==> config.mk <==
export PLATFORM = sky130hd
export DESIGN_NAME = user_motion
export DESIGN_NICKNAME = d
export VERILOG_FILES = /design/src/rtl/fish_pkg.sv /design/src/rtl/user_axis.sv /design/src/rtl/user_motion.sv
export SDC_FILE = /design/constraint.sdc
export NUM_CORES = 1
export LEC_CHECK = 0
export BUFFER_PORTS_ARGS = -buffer_cell sky130_fd_sc_hd__buf_2
export CAP_MARGIN = 20
export CORE_UTILIZATION = 45
export CTS_CLUSTER_DIAMETER = 40
export DETAILED_ROUTE_END_ITERATION = 8
export PLACE_DENSITY = 0.65
export SLEW_MARGIN = 20
export SYNTH_ARGS = -nofsm -noshare
export SYNTH_HDL_FRONTEND = slang
export SYNTH_SLANG_ARGS = --single-unit
==> constraint.sdc <==
create_clock -name Clk -period 7.6 [get_ports Clk]
set_clock_uncertainty 0.2 [all_clocks]
set_input_delay 1.52 -clock Clk [delete_from_list [all_inputs] [get_ports Clk]]
set_output_delay 1.52 -clock Clk [all_outputs]
set_load 0.02 [all_outputs]
==> src/rtl/fish_pkg.sv <==
// Shared constants and types for the player-fish motion logic.
package fish_pkg;

  localparam logic [7:0] KEY_W = 8'h1A;
  localparam logic [7:0] KEY_A = 8'h04;
  localparam logic [7:0] KEY_S = 8'h16;
  localparam logic [7:0] KEY_D = 8'h07;

  localparam int SCREEN_W = 640;
  localparam int SCREEN_H = 480;

  typedef enum logic [1:0] {
    WAIT = 2'd0,
    VEL  = 2'd1,
    POS  = 2'd2
  } motion_state_t;

endpackage

==> src/rtl/user_axis.sv <==
// One axis of player motion: signed velocity with accel/friction and a
// position clamped so the whole sprite stays on screen.
module user_axis
  import fish_pkg::*;
#(
  parameter int P_MIN   = 0,
  parameter int P_MAX   = 639,
  parameter int P_START = 320,
  parameter int ACCEL   = 1,
  parameter int VMAX    = 4
) (
  input  logic              clk,
  input  logic              rst,
  input  logic              step_vel,
  input  logic              step_pos,
  input  logic              dir_pos,
  input  logic              dir_neg,
  input  logic [9:0]        size,
  input  logic              respawn,
  input  logic              exist,
  output logic [9:0]        pos,
  output logic signed [4:0] vel_next
);

  localparam logic signed [5:0] ACC_S   = 6'(ACCEL);
  localparam logic signed [5:0] NACC_S  = 6'(-ACCEL);
  localparam logic signed [5:0] VMAX_S  = 6'(VMAX);
  localparam logic signed [5:0] NVMAX_S = 6'(-VMAX);

  logic [9:0]         pos_q, pos_d;
  logic signed [4:0]  vel_q, vel_d;
  logic signed [5:0]  v_ext, v_inc, v_dec;
  logic [9:0]         size_eff;
  logic signed [11:0] nx, lo, hi;

  always_comb begin
    v_ext    = {vel_q[4], vel_q};
    v_inc    = v_ext + ACC_S;
    v_dec    = v_ext - ACC_S;
    size_eff = (size == 10'd0) ? 10'd1 : size;
    nx       = {2'b00, pos_q} + {{7{vel_q[4]}}, vel_q};
    lo       = 12'(P_MIN);
    hi       = 12'(P_MAX + 1) - {2'b00, size_eff};
    // A sprite wider than the screen pins to the low edge.
    if (hi < lo) hi = lo;
    else         hi = hi;

    pos_d = pos_q;
    vel_d = vel_q;
    if (respawn) begin
      pos_d = 10'(P_START);
      vel_d = 5'sd0;
    end else if (step_vel) begin
      if (!exist)                              vel_d = 5'sd0;
      else if (dir_pos)                        vel_d = (v_inc > VMAX_S)  ? 5'(VMAX_S)  : v_inc[4:0];
      else if (dir_neg)                        vel_d = (v_dec < NVMAX_S) ? 5'(NVMAX_S) : v_dec[4:0];
      else if (v_ext <= ACC_S && v_ext >= NACC_S) vel_d = 5'sd0;
      else if (v_ext > 6'sd0)                  vel_d = v_dec[4:0];
      else                                     vel_d = v_inc[4:0];
    end else if (step_pos && exist) begin
      if (nx < lo) begin
        pos_d = lo[9:0];
        vel_d = 5'sd0;
      end else if (nx > hi) begin
        pos_d = hi[9:0];
        vel_d = 5'sd0;
      end else begin
        pos_d = nx[9:0];
      end
    end else begin
      pos_d = pos_q;
    end
  end

  always_ff @(posedge clk or posedge rst) begin
    if (rst) begin
      pos_q <= 10'(P_START);
      vel_q <= 5'sd0;
    end else begin
      pos_q <= pos_d;
      vel_q <= vel_d;
    end
  end

  assign pos      = pos_q;
  assign vel_next = vel_d;

endmodule

==> src/rtl/user_motion.sv <==
// Player-fish motion top: frame_clk synchroniser, WAIT/VEL/POS frame FSM,
// key decode, facing flag and respawn, with one user_axis per screen axis.
module user_motion
  import fish_pkg::*;
#(
  parameter int X_MIN   = 0,
  parameter int X_MAX   = SCREEN_W - 1,
  parameter int Y_MIN   = 0,
  parameter int Y_MAX   = SCREEN_H - 1,
  parameter int X_START = 320,
  parameter int Y_START = 240,
  parameter int ACCEL   = 1,
  parameter int VMAX    = 4
) (
  input  logic       Clk,
  input  logic       Reset,
  input  logic       frame_clk,
  input  logic [7:0] keycode,
  input  logic [9:0] user_sizeX,
  input  logic [9:0] user_sizeY,
  input  logic       user_exist,
  output logic [9:0] user_X,
  output logic [9:0] user_Y,
  output logic       user_facing_left,
  output logic       user_moving,
  output logic       frame_tick
);

  logic [2:0]        sync_q, sync_d;
  logic              tick_q, tick_d;
  logic              exist_q;
  motion_state_t     state_q, state_d;
  logic              facing_q, facing_d;
  logic              moving_q, moving_d;
  logic              respawn, step_vel, step_pos;
  logic signed [4:0] vx_d, vy_d;

  always_comb begin
    sync_d   = {sync_q[1:0], frame_clk};
    tick_d   = sync_q[1] & ~sync_q[2];
    respawn  = user_exist & ~exist_q;
    step_vel = (state_q == VEL);
    step_pos = (state_q == POS);

    case (state_q)
      WAIT:    state_d = tick_q ? VEL : WAIT;
      VEL:     state_d = POS;
      POS:     state_d = WAIT;
      default: state_d = WAIT;
    endcase
    // A tick landing on the respawn cycle is deliberately lost.
    if (respawn) state_d = WAIT;
    else         state_d = state_d;

    facing_d = facing_q;
    if (step_vel && user_exist && !respawn) begin
      if (keycode == KEY_A)      facing_d = 1'b1;
      else if (keycode == KEY_D) facing_d = 1'b0;
      else                       facing_d = facing_q;
    end else begin
      facing_d = facing_q;
    end

    moving_d = (vx_d != 5'sd0) | (vy_d != 5'sd0);
  end

  always_ff @(posedge Clk or posedge Reset) begin
    if (Reset) begin
      sync_q   <= 3'b000;
      tick_q   <= 1'b0;
      exist_q  <= 1'b0;
      state_q  <= WAIT;
      facing_q <= 1'b0;
      moving_q <= 1'b0;
    end else begin
      sync_q   <= sync_d;
      tick_q   <= tick_d;
      exist_q  <= user_exist;
      state_q  <= state_d;
      facing_q <= facing_d;
      moving_q <= moving_d;
    end
  end

  user_axis #(
    .P_MIN(X_MIN), .P_MAX(X_MAX), .P_START(X_START), .ACCEL(ACCEL), .VMAX(VMAX)
  ) u_axis_x (
    .clk      (Clk),
    .rst      (Reset),
    .step_vel (step_vel),
    .step_pos (step_pos),
    .dir_pos  (keycode == KEY_D),
    .dir_neg  (keycode == KEY_A),
    .size     (user_sizeX),
    .respawn  (respawn),
    .exist    (user_exist),
    .pos      (user_X),
    .vel_next (vx_d)
  );

  user_axis #(
    .P_MIN(Y_MIN), .P_MAX(Y_MAX), .P_START(Y_START), .ACCEL(ACCEL), .VMAX(VMAX)
  ) u_axis_y (
    .clk      (Clk),
    .rst      (Reset),
    .step_vel (step_vel),
    .step_pos (step_pos),
    .dir_pos  (keycode == KEY_S),
    .dir_neg  (keycode == KEY_W),
    .size     (user_sizeY),
    .respawn  (respawn),
    .exist    (user_exist),
    .pos      (user_Y),
    .vel_next (vy_d)
  );

  assign user_facing_left = facing_q;
  assign user_moving      = moving_q;
  assign frame_tick       = tick_q;

endmodule

==> flow_summary.json <==
{
  "synthFlopType": "dfrtp_1",
  "synth-simple-area-share_pct": 24.05,
  "track_usage_pct": 22.62,
  "p_comb_share_pct": 31.8,
  "synth_seq_area_share_pct": 20.93,
  "crit_chain": "buf_2 -> nor4_1 -> nor2b_1 -> a31oi_1 -> ha_1 -> nand2_1 -> and2_1 -> o21ai_1 -> and2_1 -> inv_1 -> ha_1 -> a211oi_1 -> o21ai_0 -> nor2_1 -> a21oi_1 -> o211ai_1 -> o31ai_1 -> buf_4 -> mux2_1 -> a221o_1",
  "syn_inst": 599,
  "hp-class": "reg -> reg",
  "wl_met2_um": 5800,
  "clock-sinks": 39,
  "numCtsBuffers": 5,
  "yosys-top-cells-count": "ha_1, nand2_1, inv_1",
  "ys_warn_count": 0,
  "slew_viol_final": 0,
  "p_leak_nw": 2.270,
  "die_h_um": 104.2,
  "reg2reg_depth": 19,
  "criticalPathCategory": "in -> reg",
  "synth_area_leader_cell": "dfrtp_1",
  "slew_headroom_pct": 37.57,
  "syn_to_final_growth_pct": 9.960,
  "hpwl_um": 9413,
  "outcome": "finished, final reports clean",
  "synth.area.mux_share_pct": 4.634,
  "fin_nets": 732,
  "rsz0062_at_grt": "false",
  "drc": 0,
  "synthAdderAreaFrac_pct": 15.23,
  "synthTopCellsByArea": "dfrtp_1, ha_1, xnor2_1",
  "rr_startpoint": "u_axis_x.vel_q[0]",
  "power_density_nw_per_um2": 107.2,
  "num_rows": 36,
  "synth_xor_area_share_pct": 6.338,
  "power_mw": 0.5537,
  "coreArea_um2": 9955,
  "ioPinCount": 55,
  "holdWs_ps": 153.4,
  "hp-start": "sync_q[0]",
  "die_x_um": 104.2,
  "cp_slowest_cell": "nor4_1",
  "die_area_um2": 10850,
  "synth_edf_count": 0,
  "ys_seq_elements": 39,
  "setup_viol": 0,
  "p_sw_mw": 0.1915,
  "htree_num_levels": 2,
  "avgSynthCellArea_um2": 7.843,
  "period_share_pct": 72.80,
  "wl_um": 12060,
  "switching_share_pct": 34.58,
  "synth_top_area_share_pct": 17.58,
  "async_flop_share_pct": 100.0,
  "first_pass_iters": 4,
  "insertion_delay_ps": 300,
  "r2r_slack_ps": 2950,
  "tightest_slew_ps": 912.9,
  "internal_power_mw": 0.3623,
  "setup_tns_ps": 0,
  "fill_cells": 967,
  "num_vias": 4592,
  "antenna_left": 0,
  "postCtsHoldBufs": 0,
  "antenna_found_initial": 0,
  "worstReg2RegEnd": "u_axis_x.pos[8]",
  "sequentialPowerShare_pct": 40.2,
  "post_cts_buffers": 0,
  "grt_max_degree": 40,
  "wl_met3_um": 349,
  "fin_crit_ps": 5533,
  "synth_compound_area_share_pct": 23.38,
  "hold_viol_final": 0,
  "fin_area_um2": 5166,
  "dpl-instance-area_um2": 5071,
  "start_kind": "primary input",
  "drive_above_1_share_pct": 12.87,
  "end_kind": "flop",
  "clk_pin_slew_ps": 80,
  "cts_resized": 0,
  "synthDistinctLibCells": 69,
  "path_max_fanout": 10,
  "antenna_cells": 0,
  "hold_path_end": "sync_q[1]",
  "synth_top_family_by_area": "simple AND/OR/NAND/NOR gates",
  "crit_required_ps": 7630,
  "synth_nets": 687,
  "grt_pass1_vias": 4409,
  "gp_congestion": 0.8871,
  "fmax_mhz": 180.7,
  "tritoncts": "built",
  "port_buffers": 54,
  "top_layer": "met4",
  "power_frac_clock_pct": 28.0,
  "clock-root-buffer": "clkbuf_8",
  "wl_per_cell_um": 15.50,
  "slowest_delay_ps": 360,
  "hold_depth": 0,
  "start_util_pct": 47.20,
  "drv_cap": 0,
  "netlist_area_um2": 4698,
  "cts_buffer_depth": 2,
  "worstPathArrival_ps": 5560,
  "drtIter0Drc": 175,
  "peakVddDrop_mv": 0.07218,
  "viasPerCell": 5.902,
  "grt_pass1_wl_um": 20530,
  "grt.overflow.total": 0,
  "wl_met1_um": 5721
}
## state kept, by name, summed over array words and instances, names as in the netlist
name              flops
user_moving           1
sync_q                3
u_axis_y.pos         10
frame_tick            1
u_axis_x.vel_q        5
state_q               2
u_axis_x.pos         10
exist_q               1
user_facing_left      1
u_axis_y.vel_q        5
## worst max-delay path: cells and delay by family
| family | cells | cell delay, ps |
|---|---|---|
| AOI/OAI and AO/OA | 8 | 1490 |
| and+or+nand+nor | 6 | 1330 |
| adders and majority gates | 2 | 490 |
| buffers and inverters | 3 | 400 |
| muxes | 1 | 320 |
## how the worst max path moves through the flow
stage / start / to / cells after the start
2_1_floorplan: user_sizeX[3] / u_axis_x.pos[8] / 19
3_3_place_gp: user_sizeY[5] / u_axis_y.pos[2] / 20
3_5_place_dp: user_sizeY[7] / u_axis_y.pos[1] / 20
4_1_cts: user_sizeY[5] / u_axis_y.pos[1] / 20
5_1_grt: user_sizeX[2] / u_axis_x.pos[8] / 20
6_report: user_sizeX[3] / u_axis_x.pos[8] / 20
## through the flow
| step | util (%) | cells | setup WS [ps] |
|---|---|---|---|
| floorplan | - | 599 | 2405 |
| global placement | 50.94 | 770 | 1726 |
| detailed placement | 50.94 | 770 | 1535 |
| CTS | 51.86 | 778 | 1836 |
| global route | 51.90 | 778 | 1687 |
| finish | 51.90 | 778 | 2067 |
## power by group through the flow
stage               registers (mW)  clock network [mW]  logic [mW]
finish                       0.222               0.155       0.176
global route                 0.223               0.166       0.196
CTS                          0.223               0.157       0.176
detailed placement           0.227                   0       0.175
global placement             0.226                   0       0.171
floorplan                    0.231                   0       0.120
## cell usage in the layout, fill, tap and decap left out, types with 3 or more instances in the layout
master / Yosys / layout
o21ai_1: 25 / 25
or2_2: 4 / 4
and3_1: 5 / 5
a211oi_1: 8 / 8
nand2_1: 54 / 54
nor3b_1: 7 / 7
dfstp_2: 6 / 6
xor2_1: 10 / 10
ha_1: 54 / 54
o211ai_1: 8 / 8
a2111oi_0: 3 / 3
mux2i_1: 15 / 15
nor3_1: 14 / 14
buf_2: 3 / 54
a21oi_1: 35 / 35
nand2b_1: 6 / 6
a31o_2: 3 / 3
o31ai_1: 10 / 10
o21a_1: 7 / 7
nor4_1: 8 / 8
nor2b_1: 9 / 9
clkbuf_8: 0 / 6
nor2_1: 41 / 41
nand4_1: 10 / 10
xnor2_1: 24 / 24
and4_1: 3 / 3
inv_1: 47 / 47
dfrtp_1: 33 / 33
o22ai_1: 5 / 5
or4_1: 4 / 4
nand3_1: 12 / 12
a31oi_1: 5 / 5
o21ai_0: 29 / 29
o21bai_1: 4 / 3
o211a_1: 3 / 3
or3_1: 5 / 5
mux2_1: 6 / 6
and2_1: 16 / 16
## routing by layer
layer  GRT usage (%)  vias up
met1           29.85     2204
met5               0        -
met2           39.14       83
met4           5.306        0
met3           2.820       17
li1                -     2288
## kinds of logic after synthesis
kind of cell,Yosys count
buffers and inverters,65
AND/OR/NAND/NOR,213
XOR/XNOR,34
multiplexers,21
flip-flops,39
adder cells (fa/ha/maj),56
AO/OA/AOI/OAI,171
## final cells by class
| class | instances | area (um2) | share of cell area, % |
|---|---|---|---|
| Clock inverter | 1 | 5.005 | 0.09688 |
| Tap cell | 133 | 166.4 | 3.221 |
| Timing Repair Buffer | 56 | 285.3 | 5.522 |
| Multi-Input combinational cell | 495 | 3463 | 67.04 |
| Clock buffer | 7 | 86.33 | 1.671 |
| Inverter | 47 | 176.4 | 3.415 |
| Sequential cell | 39 | 983.4 | 19.04 |
Note: power is estimated with default switching activity, not from simulation.
